`src/rtl/arcade_input_pkg.sv`:
```
// Shared scan codes, joystick bit layout helpers and coin state type for the arcade input front end.
package arcade_input_pkg;

    localparam logic [8:0] KC_UP_P1        = 9'h175;
    localparam logic [8:0] KC_DOWN_P1      = 9'h172;
    localparam logic [8:0] KC_LEFT_P1      = 9'h16B;
    localparam logic [8:0] KC_RIGHT_P1     = 9'h174;
    localparam logic [8:0] KC_FIRE0_P1     = 9'h014;
    localparam logic [8:0] KC_FIRE1_P1     = 9'h029;
    localparam logic [8:0] KC_FIRE2_P1     = 9'h011;
    localparam logic [8:0] KC_FIRE3_P1     = 9'h012;
    localparam logic [8:0] KC_START_P1     = 9'h005;
    localparam logic [8:0] KC_START_ALT_P1 = 9'h016;
    localparam logic [8:0] KC_COIN_P1      = 9'h02E;

    localparam logic [8:0] KC_UP_P2        = 9'h02D;
    localparam logic [8:0] KC_DOWN_P2      = 9'h02B;
    localparam logic [8:0] KC_LEFT_P2      = 9'h023;
    localparam logic [8:0] KC_RIGHT_P2     = 9'h034;
    localparam logic [8:0] KC_FIRE0_P2     = 9'h01C;
    localparam logic [8:0] KC_FIRE1_P2     = 9'h01B;
    localparam logic [8:0] KC_FIRE2_P2     = 9'h015;
    localparam logic [8:0] KC_FIRE3_P2     = 9'h01D;
    localparam logic [8:0] KC_START_P2     = 9'h006;
    localparam logic [8:0] KC_START_ALT_P2 = 9'h01E;
    localparam logic [8:0] KC_COIN_P2      = 9'h036;

    typedef enum logic [1:0] {
        COIN_IDLE,
        COIN_PULSE,
        COIN_LOCK
    } coin_st_t;

    // slot: 0..3 right/left/down/up, 4..7 fire0..3, 8 start, 9 coin
    typedef struct packed {
        logic       hit;
        logic       player;
        logic [3:0] slot;
    } key_dec_t;

    function automatic int unsigned JOY_FIRE(input int unsigned b);
        return 4 + b;
    endfunction

    function automatic int unsigned JOY_START(input int unsigned buttons);
        return 4 + buttons;
    endfunction

    function automatic int unsigned JOY_COIN(input int unsigned buttons);
        return 5 + buttons;
    endfunction

    function automatic key_dec_t key_decode(input logic [8:0] code);
        key_dec_t d;
        d = '{hit: 1'b1, player: 1'b0, slot: 4'd0};
        case (code)
            KC_RIGHT_P1:                  d.slot = 4'd0;
            KC_LEFT_P1:                   d.slot = 4'd1;
            KC_DOWN_P1:                   d.slot = 4'd2;
            KC_UP_P1:                     d.slot = 4'd3;
            KC_FIRE0_P1:                  d.slot = 4'd4;
            KC_FIRE1_P1:                  d.slot = 4'd5;
            KC_FIRE2_P1:                  d.slot = 4'd6;
            KC_FIRE3_P1:                  d.slot = 4'd7;
            KC_START_P1, KC_START_ALT_P1: d.slot = 4'd8;
            KC_COIN_P1:                   d.slot = 4'd9;
            KC_RIGHT_P2:                  begin d.player = 1'b1; d.slot = 4'd0; end
            KC_LEFT_P2:                   begin d.player = 1'b1; d.slot = 4'd1; end
            KC_DOWN_P2:                   begin d.player = 1'b1; d.slot = 4'd2; end
            KC_UP_P2:                     begin d.player = 1'b1; d.slot = 4'd3; end
            KC_FIRE0_P2:                  begin d.player = 1'b1; d.slot = 4'd4; end
            KC_FIRE1_P2:                  begin d.player = 1'b1; d.slot = 4'd5; end
            KC_FIRE2_P2:                  begin d.player = 1'b1; d.slot = 4'd6; end
            KC_FIRE3_P2:                  begin d.player = 1'b1; d.slot = 4'd7; end
            KC_START_P2, KC_START_ALT_P2: begin d.player = 1'b1; d.slot = 4'd8; end
            KC_COIN_P2:                   begin d.player = 1'b1; d.slot = 4'd9; end
            default:                      d.hit = 1'b0;
        endcase
        return d;
    endfunction

    // Latch bit for a slot, or -1 when that button is not built.
    function automatic int key_bit(input logic [3:0] slot, input int unsigned buttons);
        int s;
        s = int'(slot);
        if (s < 4) return s;
        if (s < 8) return ((s - 4) < int'(buttons)) ? s : -1;
        if (s == 8) return 4 + int'(buttons);
        if (s == 9) return 5 + int'(buttons);
        return -1;
    endfunction

endpackage

```
`src/rtl/arcade_coin_shaper.sv`:
```
// Turns a raw coin request edge into a fixed-length pulse followed by an equal lockout.
module arcade_coin_shaper
    import arcade_input_pkg::*;
#(
    parameter int unsigned CYCLES = 600000
) (
    input  logic clk_sys,
    input  logic reset_n,
    input  logic req,
    output logic pulse
);

    localparam int unsigned CW = 24;
    localparam logic [CW-1:0] LAST = CW'(CYCLES - 1);

    coin_st_t       state, state_nx;
    logic [CW-1:0]  cnt, cnt_nx;
    logic           req_q;
    logic           pulse_nx;

    always_ff @(posedge clk_sys or negedge reset_n) begin
        if (!reset_n) begin
            state <= COIN_IDLE;
            cnt   <= '0;
            req_q <= 1'b0;
            pulse <= 1'b0;
        end else begin
            state <= state_nx;
            cnt   <= cnt_nx;
            req_q <= req;
            pulse <= pulse_nx;
        end
    end

    // Edges outside IDLE are dropped; a held request never retriggers.
    always_comb begin
        state_nx = state;
        cnt_nx   = cnt;
        case (state)
            COIN_IDLE: begin
                if (req && !req_q) begin
                    state_nx = COIN_PULSE;
                    cnt_nx   = '0;
                end
            end
            COIN_PULSE: begin
                if (cnt == LAST) begin
                    state_nx = COIN_LOCK;
                    cnt_nx   = '0;
                end else begin
                    cnt_nx = cnt + CW'(1);
                end
            end
            COIN_LOCK: begin
                if (cnt == LAST) begin
                    state_nx = COIN_IDLE;
                    cnt_nx   = '0;
                end else begin
                    cnt_nx = cnt + CW'(1);
                end
            end
            default: begin
                state_nx = COIN_IDLE;
                cnt_nx   = '0;
            end
        endcase
        pulse_nx = (state_nx == COIN_PULSE);
    end

endmodule

```
`src/rtl/arcade_input_ctrl.sv`:
```
// Player input front end: PS/2 key latches merged with joysticks, rotation, SOCD cleaning,
// coin shaping and frame-synchronous autofire.
module arcade_input_ctrl
    import arcade_input_pkg::*;
#(
    parameter int unsigned PLAYERS         = 2,
    parameter int unsigned BUTTONS         = 2,
    parameter int unsigned COIN_CYCLES     = 600000,
    parameter int unsigned AUTOFIRE_FRAMES = 3,
    parameter bit          SOCD_CLEAN      = 1'b1
) (
    input  logic                         clk_sys,
    input  logic                         reset_n,
    input  logic [10:0]                  ps2_key,
    input  logic [16*PLAYERS-1:0]        joystick,
    input  logic                         rotate,
    input  logic [PLAYERS-1:0]           autofire_en,
    input  logic                         ce_frame,
    output logic [4*PLAYERS-1:0]         dir,
    output logic [BUTTONS*PLAYERS-1:0]   fire,
    output logic [PLAYERS-1:0]           start,
    output logic [PLAYERS-1:0]           coin
);

    localparam int unsigned KW      = JOY_COIN(BUTTONS) + 1;
    localparam int unsigned KP      = (PLAYERS < 2) ? PLAYERS : 2;
    localparam int unsigned FIRE0   = JOY_FIRE(0);
    localparam int unsigned START_B = JOY_START(BUTTONS);
    localparam int unsigned COIN_B  = JOY_COIN(BUTTONS);

    logic                  tog_q, tog_vld;
    logic [KP-1:0][KW-1:0] key_l, key_d, key_nx;
    key_dec_t              dec;
    logic                  key_ev;

    assign dec    = key_decode(ps2_key[8:0]);
    assign key_ev = tog_vld && (ps2_key[10] != tog_q);

    always_comb begin
        key_nx = key_l;
        for (int p = 0; p < int'(KP); p++) begin
            for (int b = 0; b < int'(KW); b++) begin
                if (key_ev && dec.hit && (dec.player == 1'(p)) &&
                    (key_bit(dec.slot, BUTTONS) == b))
                    key_nx[p][b] = ps2_key[9];
            end
        end
    end

    // tog_vld keeps the first post-reset sample from counting as an event.
    always_ff @(posedge clk_sys or negedge reset_n) begin
        if (!reset_n) begin
            tog_q   <= 1'b0;
            tog_vld <= 1'b0;
            key_l   <= '0;
            key_d   <= '0;
        end else begin
            tog_q   <= ps2_key[10];
            tog_vld <= 1'b1;
            key_l   <= key_nx;
            key_d   <= key_l;
        end
    end

    for (genvar p = 0; p < PLAYERS; p++) begin : g_player
        logic [KW-1:0]      kv, raw;
        logic               up_c, dn_c, lf_c, rt_c;
        logic [3:0]         dir_nx, dir_q;
        logic [BUTTONS-1:0] fire_nx, fire_q;
        logic               start_q;
        logic [3:0]         af_cnt;
        logic               af_ph, af_on;
        logic               unused_joy;

        if (p < KP) begin : g_key
            assign kv = key_d[p];
        end else begin : g_nokey
            assign kv = '0;
        end

        assign raw        = joystick[16*p +: KW] | kv;
        assign af_on      = autofire_en[p] && raw[FIRE0];
        assign unused_joy = ^joystick[16*p+KW +: 16-KW];

        // Rotation happens first so cleaning acts on the displayed axes.
        always_comb begin
            up_c = rotate ? raw[1] : raw[3];
            dn_c = rotate ? raw[0] : raw[2];
            lf_c = rotate ? raw[2] : raw[1];
            rt_c = rotate ? raw[3] : raw[0];
            if (SOCD_CLEAN && up_c && dn_c) begin
                up_c = 1'b0;
                dn_c = 1'b0;
            end
            if (SOCD_CLEAN && lf_c && rt_c) begin
                lf_c = 1'b0;
                rt_c = 1'b0;
            end
            dir_nx     = {up_c, dn_c, lf_c, rt_c};
            fire_nx    = raw[FIRE0 +: BUTTONS];
            fire_nx[0] = raw[FIRE0] && (!autofire_en[p] || af_ph);
        end

        always_ff @(posedge clk_sys or negedge reset_n) begin
            if (!reset_n) begin
                af_cnt <= '0;
                af_ph  <= 1'b1;
            end else if (!af_on) begin
                af_cnt <= '0;
                af_ph  <= 1'b1;
            end else if (ce_frame) begin
                if (af_cnt == 4'(AUTOFIRE_FRAMES - 1)) begin
                    af_cnt <= '0;
                    af_ph  <= ~af_ph;
                end else begin
                    af_cnt <= af_cnt + 4'd1;
                end
            end
        end

        always_ff @(posedge clk_sys or negedge reset_n) begin
            if (!reset_n) begin
                dir_q   <= '0;
                fire_q  <= '0;
                start_q <= 1'b0;
            end else begin
                dir_q   <= dir_nx;
                fire_q  <= fire_nx;
                start_q <= raw[START_B];
            end
        end

        assign dir[4*p +: 4]             = dir_q;
        assign fire[BUTTONS*p +: BUTTONS] = fire_q;
        assign start[p]                  = start_q;

        arcade_coin_shaper #(
            .CYCLES (COIN_CYCLES)
        ) u_coin (
            .clk_sys (clk_sys),
            .reset_n (reset_n),
            .req     (raw[COIN_B]),
            .pulse   (coin[p])
        );
    end

endmodule

```
`config.mk`:
```
export PLATFORM = sky130hd
export DESIGN_NAME = arcade_input_ctrl
export DESIGN_NICKNAME = d
export VERILOG_FILES = /design/src/rtl/arcade_input_pkg.sv /design/src/rtl/arcade_coin_shaper.sv /design/src/rtl/arcade_input_ctrl.sv
export SDC_FILE = /design/constraint.sdc
export NUM_CORES = 1
export LEC_CHECK = 0
export BUFFER_PORTS_ARGS = -buffer_cell sky130_fd_sc_hd__buf_4
export CORE_MARGIN = 2
export CORE_UTILIZATION = 30
export DETAILED_ROUTE_END_ITERATION = 12
export SETUP_SLACK_MARGIN = 0.15
export SKIP_CTS_REPAIR_TIMING = 1
export SYNTH_ARGS = -nofsm -noshare
export SYNTH_HDL_FRONTEND = slang
export SYNTH_SLANG_ARGS = --single-unit
```
`constraint.sdc`:
```
create_clock -name clk_sys -period 3 [get_ports clk_sys]
set_clock_uncertainty 0.15 [all_clocks]
set_input_delay 0.6 -clock clk_sys [delete_from_list [all_inputs] [get_ports clk_sys]]
set_output_delay 0.6 -clock clk_sys [all_outputs]
set_load 0.1 [all_outputs]
```
# --- Yosys cells after proc, flatten, opt, wreduce, memory -nomap -nowiden ---
# Cells that the tools add are included.
# Widths: inputs -> output; s select.
word_totals:
  regBits: 114
  input_bits: 49
  output_inout_bits: 16
  word_cells: 217
op_classes:
  n_addsub: 5
  n_lt_le_gt_ge: 3
  n_eq_ne: 48
  muxes: 64
  bitwise: 5
  n_reduce_logical: 54
op_table:
  columns: ["op", "n"]
  rows:
  - ["$mux 32", 8]
  - ["$eq 32x4->1 const B", 4]
  - ["$mux 24", 4]
  - ["$pmux 24 s2", 2]
  - ["$eq 9x5->1 const B", 9]
  - ["$eq 32x3->1 const B", 2]
  - ["$eq 9x6->1 const B", 7]
  - ["$add 24x1->24 const B", 2]
  - ["$eq 24x20->1 const B", 2]
  - ["$eq 9x9->1 const B", 4]
  - ["$pmux 4 s9", 1]
  - ["$mux 1", 34]
  - ["$eq 32x2->1 const B", 1]
  - ["$logic_not 32->1", 1]
  - ["$logic_and 1x1->1", 30]
  - ["$mux 4", 7]
  - ["$reduce_or 22->1", 1]
  - ["$reduce_or 2->1", 10]
  - ["$eq 9x3->1 const B", 2]
  - ["$or 8x8->8", 2]
  - ["$mux 2", 6]
  - ["$pmux 2 s3", 2]
  - ["$reduce_or 11->1", 1]
  - ["$add 4x1->4 const B", 2]
  - ["17 further kinds", 35]

# --- Longest topological paths before layout ---
# Gate-level depths: netlist (run 1).
depth:
  ltp_word: 17
  depth_mapped: 12
  ltp_nobuf: 11

# --- Hierarchy ---
# A second synthesis (run 1) with hierarchy kept.
hier_totals:
  cells_unflattened: 594
  area_unflattened_um2: 6020.8
modules_own_cells:
  columns: ["mod", "instances", "cells_per_inst", "area_each_um2", "seq_area_each_um2"]
  rows:
  - ["arcade_input_ctrl", 1, 282, 2899.0, 1453.9]
  - ["arcade_coin_shaper (g_player[0].u_coin)", 1, 156, 1567.8, 700.7]
  - ["arcade_coin_shaper (g_player[1].u_coin)", 1, 156, 1554.0, 700.7]

# --- Worst setup path after synthesis (run 1) ---
# No wires, ideal clock.
synth_path:
  path_kind: "input to register"
  from: "input port ps2_key[8]"
  to: "register key_l[14] (netlist name)"
  setup_ns: 0.127
  arrival_time_ns: 3.347
  required_time_ns: 2.723
  setup_slack_ns: -0.624
  path_stages: 11
  path_buffers: 0
  path_cell_list: "or4b_1 > nor2_2 > o211ai_1 > o31a_1 > ha_1 > inv_1 > nor4_1 > o21ai_1 > o2bb2ai_4 > or4b_1 > mux2_1"
synth_between:
  elab_chain_len: 15
  elab_cells_between_ends: 65
  cone_classes: "add/sub: 1; order compare: 3; eq/ne: 25; mux: 22; reduce/logical: 14"
synth_rtl:
  columns: ["element", "line_no", "source"]
  rows:
  - ["start, declared", "arcade_input_ctrl.sv:14", "input logic [10:0] ps2_key,"]
  - ["$eq 9x3->1 (tied with other cells)", "arcade_input_pkg.sv:56", "case (code)"]
  - ["$reduce_or 4->1 (no line) / $reduce_or 2->1 (equally long branches)", null, null]
  - ["$pmux 4 s9", "arcade_input_pkg.sv:56", null]
  - ["$sub 4x3->5", "arcade_input_pkg.sv:87", "if (s < 8) return ((s - 4) < int'(buttons)) ? s : -1;"]
  - ["$lt 5x3->1", "arcade_input_pkg.sv:87", null]
  - ["$mux 32 (2 in series)", "arcade_input_pkg.sv:87", null]
  - ["$mux 32", "arcade_input_pkg.sv:88", "if (s == 8) return 4 + int'(buttons);"]
  - ["$mux 32", "arcade_input_pkg.sv:89", "if (s == 9) return 5 + int'(buttons);"]
  - ["$mux 32", "arcade_input_pkg.sv:90", "return -1;"]
  - ["$mux 32", "arcade_input_pkg.sv:89", null]
  - ["$mux 32", "arcade_input_pkg.sv:88", null]
  - ["$mux 32", "arcade_input_pkg.sv:87", null]
  - ["$eq 32x4->1", "arcade_input_ctrl.sv:44", "(key_bit(dec.slot, BUTTONS) == b))"]
  - ["$logic_and 1x1->1 (*)", "arcade_input_ctrl.sv:43", "if (key_ev && dec.hit && (dec.player == 1'(p)) &&"]
  - ["end signal, assigned", "arcade_input_ctrl.sv:60", "key_l <= key_nx;"]
  - ["end, declared", "arcade_input_ctrl.sv:32", "logic [KP-1:0][KW-1:0] key_l, key_d, key_nx;"]
# Every way passes the cells marked *; elsewhere a longest branch is shown, timed or not. The select of a mux whose other input is x is not followed.
# A chain may end at the register's enable or synchronous reset.

# --- Final worst setup path (run 1) ---
layout_path:
  from: "input port ps2_key[6]"
  to: "register key_l[14] (netlist name)"
# The elaborated chain is that of the path after synthesis.

==> run metrics, run 1 <==
total DRC errors in the routed layout=0; maximum root-to-sink buffer count=2; Final Instance Count excl. Fillers=around 1000; average wire per standard cell=12.73 um; CP Capture Type=register; CP dominant cell by count=or4b_4; Clock Sinks=around 110; Design Area, Final=between 0.007 and 0.008 mm^2; power per cell area=approximately 500 mW/mm^2; antenna cells=0; post-synthesis sequential area ratio=48.01%; Final Hold Vio Count=0; synth unique cells=66; Slew Viols, Final=0; kind of critical path=in2reg; Vias/cell=4.761; Die Footprint=0.02097 mm^2; Ports=65; core box area=0.01946 mm^2; layout cell share with drive strength beyond 1=26.32%; Power Internal=3.005 mW; GPL Wtd Cong=0.8213; Worst Tran Pin Value=just under 0.7 ns; Post-synth ARST share=100.0%; post-synthesis net count=a little under 700; post-synthesis area per instance=9.623 um^2; Logic pwr share=9.0%; Die Wd=144.8 um; Yosys top cell area share=47.13%; clk_lat worst skew=0.41 ns; top cells by area, synth=dfrtp_1 47%, nor2_1 3.9%, nand2_1 3.7%; final worst slack=-0.09922 ns; post-route minimum period=3.099 ns; number of port buffers=48; switching share of power=23.56%; status=complete, but fails checks; fin nets=approximately 790; Slew headroom=a little over half; worst path cell trace=buf_6, or4b_4, nor2_4, o211ai_1, o31a_1, ha_4, inv_4, nor4_4, o21ai_2, o2bb2ai_4, or4b_4, mux2_4; initial antenna violation count=0; CTS root buffer=clkbuf_16; via count=4771; Final ANT Viol Nets=0; Cell Area, Synth=0.005947 mm^2; final core occ=39.74%; Max Freq=322.7 MHz; R2R depth=8; CP max FO=2; number of global-route vias before repair=approximately 4600; Required @ worst endpoint=about 3.1 ns; Primary FF master, synth=dfrtp_1; row cnt=51; P&R area growth vs syn=30.07%; synthesized netlist cell count=618; Crit path largest cell delay=0.55 ns; reg2reg end=g_player[0].u_coin.cnt[18]$_DFFE_PN0P_; peak supply drop=0.0003047 V; Sw Pwr=0.9262 mW; Ys Warns=0; Reg power frac=40.2%; routed wire length=12.76 mm; final setup fails=5; Post-synth EDFFs=0; MaxCap Viol Count=0; Clk pwr share=50.8%; RSZ-0062 raised after global routing=true; Cell Area, Placed=0.007059 mm^2; worst reg2reg startpoint=g_player[0].u_coin.cnt[0]$_DFFE_PN0P_; CTS HTree Levels=4; CTS tree=built; DRT iter0 DRCs=a little under 300; Data arrival, critical path=3.24 ns; die height=between 100 and 150 um; GRT overflow=0; DRT Pass-1 Iters=4; Hold Path Class=in2async; CTS buffer count=17; CTS clk-pin slew, worst paths=0.05 ns; first-pass GRT wire length=roughly 22 mm; Global Route Usage Sum=13.05%; placed cells=approximately 1000; failing checks=setup timing; post-route setup TNS=-0.2068 ns; reg2reg setup slack=approximately 0.38 ns; Setup crit start kind=primary input; cell taking the most area after synthesis=dfrtp_1; Leak=3.506 nW; largest net degree at the start of global routing=53; crit share post-route=103.3%; Yosys reg bits=114; Slowest-stage cell, CP=or4b_4; placed wire-length estimate=9.157 mm; Initial Util=30.56%
## placed cells by master (no fill, tap or decap), types with 14 or more instances in the layout
| master | count |
|---|---|
| a21oi_1 | 38 |
| buf_4 | 108 |
| clkbuf_16 | 17 |
| dfrtp_1 | 112 |
| ha_1 | 16 |
| mux2_2 | 14 |
| nand2_1 | 57 |
| nand3_1 | 26 |
| nor2_1 | 60 |
| nor2b_1 | 16 |
| nor3_1 | 25 |
| o21ai_0 | 39 |
| xor2_1 | 21 |
## final cells by class
class / instances / area, um^2
sequential: 114 / 2855
tap: 265 / 331.6
clock buffer: 19 / 442.9
timing repair buffer: 113 / 884.6
fill: 1941 / 11730
clock inverter: 11 / 138.9
inverter: 15 / 58.81
multi-input combinational: 465 / 3023
## how the worst max path moves through the flow
| stage | end | cells after the start | start | slack, ns |
|---|---|---|---|---|
| 3_5_place_dp | key_l[14]$_DFFE_PN0P_ | 11 | ps2_key[8] | -0.51 |
| 3_3_place_gp | key_l[14]$_DFFE_PN0P_ | 11 | ps2_key[8] | -0.49 |
| 5_1_grt | key_l[14]$_DFFE_PN0P_ | 12 | ps2_key[6] | -0.16 |
| 4_1_cts | key_l[14]$_DFFE_PN0P_ | 11 | ps2_key[8] | -0.09 |
| 6_report | key_l[14]$_DFFE_PN0P_ | 12 | ps2_key[6] | -0.1 |
| 2_1_floorplan | key_l[14]$_DFFE_PN0P_ | 11 | ps2_key[8] | -0.36 |
## power by group through the flow
stage | Sequential [mW] | Combinational [mW] | Clock (mW)
finish | 1.58 | 0.353 | 2.00
global route | 1.58 | 0.387 | 2.10
global placement | 1.61 | 0.353 | 0
CTS | 1.58 | 0.355 | 2.04
detailed placement | 1.61 | 0.354 | 0
floorplan | 1.69 | 0.112 | 0
## synthesized netlist by cell type, types with 11 or more instances
cell type and number:
a21oi_1 39, nor3_1 27, clkbuf_1 15, nand2b_1 11
nand3_1 26, nor2b_1 16, o21ai_0 39, nor2_1 62
inv_1 14, dfrtp_1 112, ha_1 17, xor2_1 21
mux2_2 15, nand2_1 58, and3_1 12
## critical path, delay by kind of cell
family / cells / cell delay, ns
mux: 1 / 0.31
simple gates: 4 / 1.40
fa+ha+maj: 1 / 0.30
compound gates: 4 / 0.52
buf+inv: 2 / 0.12
## sequential cells by signal, indices dropped and copies added, names as in the netlist
| signal | cells |
|---|---|
| g_player.dir_q | 8 |
| key_l | 16 |
| g_player.u_coin.cnt | 48 |
| g_player.u_coin.pulse | 2 |
| g_player.kv | 16 |
| tog_q | 1 |
| g_player.af_ph | 2 |
| g_player.fire_q | 4 |
| tog_vld | 1 |
| g_player.u_coin.state | 4 |
| g_player.u_coin.req_q | 2 |
| g_player.af_cnt | 8 |
| g_player.start_q | 2 |
## metrics by stage
step | setup WS [ns] | hold slack [ns] | power, mW
after global routing | -0.1645 | 0.1423 | 4.073
after detailed placement | -0.5125 | 0.2076 | 1.961
final | -0.09922 | 0.08428 | 3.931
after CTS | -0.08978 | 0.1092 | 3.972
after global placement | -0.4938 | 0.2054 | 1.960
after floorplan | -0.3646 | 0.1544 | 1.799
## layer usage
layer	global-route usage [%]	part of all wire (%)
met3	3.422	3.7
met1	16.87	47
met2	20.95	47
met4	5.008	1.9
met5	0	0
## cells by family after synthesis
family / share of synthesized area [%]
AND/OR/NAND/NOR: 25.04
AO/OA/AOI/OAI: 12.12
flip-flops: 48.01
buffers and inverters: 2.966
XOR/XNOR: 4.692
multiplexers: 3.535
adder cells (fa/ha/maj): 3.577
other: 0.06306
(Power assumes the default switching activity.)
==> run 2, diff against run 1 <==
--- a/config.mk
+++ b/config.mk
@@ -14,3 +14,4 @@
 export SYNTH_ARGS = -nofsm -noshare
 export SYNTH_HDL_FRONTEND = slang
 export SYNTH_SLANG_ARGS = --single-unit
+export TNS_END_PERCENT = 30
==> run 2 against run 1 <==
Effect of this change:
- cell area decreased by 0.68%
- via count down 0.73%
- largest power group unchanged
- largest cell class unchanged
- die area stayed put
- critical endpoint unchanged
- power grew 0.25%
- critical path depth unchanged
- setup slack improved by 0.034 ns
- the run still ends with setup timing left
- core utilization down 0.27 points
==> run metrics, run 2 (synthesized netlist as in run 1, its figures left out) <==
Max Freq=326.2 MHz (+1.1%); failing checks=setup timing; GRT overflow=0 (unchanged); DRT iter0 DRCs=225 (-23%); Global Route Usage Sum=13.15% (+0.10 points); fin nets=786 (-0.76%); Critical Path Stages=12 (unchanged); DRT Pass-1 Iters=4 (unchanged); P&R area growth vs syn=29.18%; die height=144.8 um (unchanged); total DRC errors in the routed layout=0 (unchanged); core box area=0.01946 mm^2 (unchanged); Final Instance Count excl. Fillers=997 (-0.50%); max reg flops=48 (unchanged); Die Wd=144.8 um (unchanged); CTS tree=built; via count=4736 (-0.73%); Cell Area, Placed=0.007034 mm^2 (-0.35%); Data arrival, critical path=3.21 ns (-0.03 ns); Sequential Area=0.002855 mm^2 (unchanged); maximum root-to-sink buffer count=2 (unchanged); met3 Usage GRT=3.883% (+0.46 points); Ports=65 (unchanged); first-pass GRT wire length=21.81 mm (+1.0%); Leak=3.493 nW (-0.37%); final core occ=39.47% (-0.27 points); Reg with most FFs=g_player.u_coin.cnt; status=complete, but fails checks; Initial Util=30.56% (unchanged); grt peak-use layer=met2; antenna cells=0 (unchanged); MaxCap Viol Count=0 (unchanged); clk_lat worst skew=0.41 ns (about the same); placed cells=966 (-0.51%); Slew Viols, Final=0 (unchanged); post-route setup TNS=-0.06551 ns (+0.1413 ns); filler cell count=1908 (-1.7%); number of port buffers=48 (unchanged); CTS HTree Levels=4 (unchanged); power per cell area=513.0 mW/mm^2 (+0.94%); final setup fails=1 (-4); CTS buffer count=17 (unchanged); R2R depth=9 (+1); Setup crit start kind=primary input; peak supply drop=0.0003780 V (+24%); average wire per standard cell=12.67 um (-0.44%); kind of critical path=in2reg; reg2reg setup slack=0.31 ns (-0.07 ns); Design Area, Final=0.007682 mm^2 (-0.68%); Hold Path Class=in2async; post-route minimum period=3.066 ns (-0.03371 ns); number of global-route vias before repair=4650 (+2.2%); Required @ worst endpoint=3.15 ns (about the same); crit share post-route=102.2% (-1.1 points); RSZ-0062 raised after global routing=true; most frequent cells in the layout=112 x dfrtp_1, 101 x buf_4, 61 x nor2_1; row cnt=51 (unchanged); Final ANT Viol Nets=0 (unchanged); CP max FO=3 (+1); CP Capture Type=register; routed wire length=12.64 mm (-0.94%); final worst slack=-0.06551 ns (+0.03371 ns); worst path cell trace=buf_6, or4b_4, nor2_4, o211ai_1, o31a_1, ha_1, inv_2, nor4_4, o21ai_2, o2bb2ai_4, or4b_1, mux2_1; Crit path largest cell delay=0.55 ns (about the same); Slew headroom=56.37% (+2.5 points); initial antenna violation count=0 (unchanged); Final Hold Vio Count=0 (unchanged); CP bufs+invs=2 (unchanged); placed wire-length estimate=9.361 mm (+2.2%); CTS clk-pin slew, worst paths=0.05 ns (about the same); worst hold slack=0.02093 ns (-0.06334 ns); Worst Tran Pin Value=0.6476 ns (-0.04387 ns); CTS root buffer=clkbuf_16; largest net degree at the start of global routing=49 (-7.5%); Die Footprint=0.02097 mm^2 (unchanged); Slowest-stage cell, CP=or4b_4; met2 Track Usage GR=20.71% (-0.25 points); reg2reg end=g_player[0].u_coin.cnt[9]$_DFFE_PN0P_; delay-heaviest family, CP=simple AND/OR/NAND/NOR gates; Clock Sinks=114 (unchanged); layout cell share with drive strength beyond 1=25.00% (-1.3 points); GPL Wtd Cong=0.8488 (+3.3%); met1 usage=17.18% (+0.31 points); Vias/cell=4.750 (-0.24%); most common cell after layout, fill and taps aside=dfrtp_1; area of the multi-input gates=0.002994 mm^2 (-0.95%); worst reg2reg startpoint=g_player[0].u_coin.cnt[0]$_DFFE_PN0P_
run 2: area by class of cell:
| class | instances | area share, % |
|---|---|---|
| clock buffer | 20 | 5.945 |
| sequential | 114 | 37.17 |
| tap | 265 | 4.316 |
| clock inverter | 11 | 1.775 |
| timing repair buffer | 107 | 11.09 |
| multi-input combinational | 465 | 38.97 |
| inverter | 15 | 0.7329 |
run 2: worst max-delay path by stage:
stage | from | to | slack, ns
final | ps2_key[8] | key_l[14]$_DFFE_PN0P_ | -0.07
after global routing | ps2_key[8] | key_l[14]$_DFFE_PN0P_ | -0.16
after CTS | ps2_key[8] | key_l[14]$_DFFE_PN0P_ | -0.09
after detailed placement | ps2_key[8] | key_l[14]$_DFFE_PN0P_ | -0.53
after global placement | ps2_key[8] | key_l[14]$_DFFE_PN0P_ | -0.51
after floorplan | ps2_key[8] | key_l[14]$_DFFE_PN0P_ | -0.36
run 2: where the power goes:
part	switching (mW)	internal (mW)
clock	0.676	1.33
sequential	0.0134	1.57
combinational	0.222	0.128
run 2: metrics by stage:
stage                     power [mW]  worst slack, ns
after global routing           4.091          -0.1608
after CTS                      3.995         -0.09188
final                          3.941         -0.06551
after global placement         1.958          -0.5107
after floorplan                1.799          -0.3646
after detailed placement       1.960          -0.5263
run 2: per-layer routing:
metal	wire length [um]	vias up	share of wire, %
met5	0	-	0
met3	482	18	3.8
li1	-	2393	-
met2	5964	73	47
met1	5999	2252	47
met4	189	0	1.5
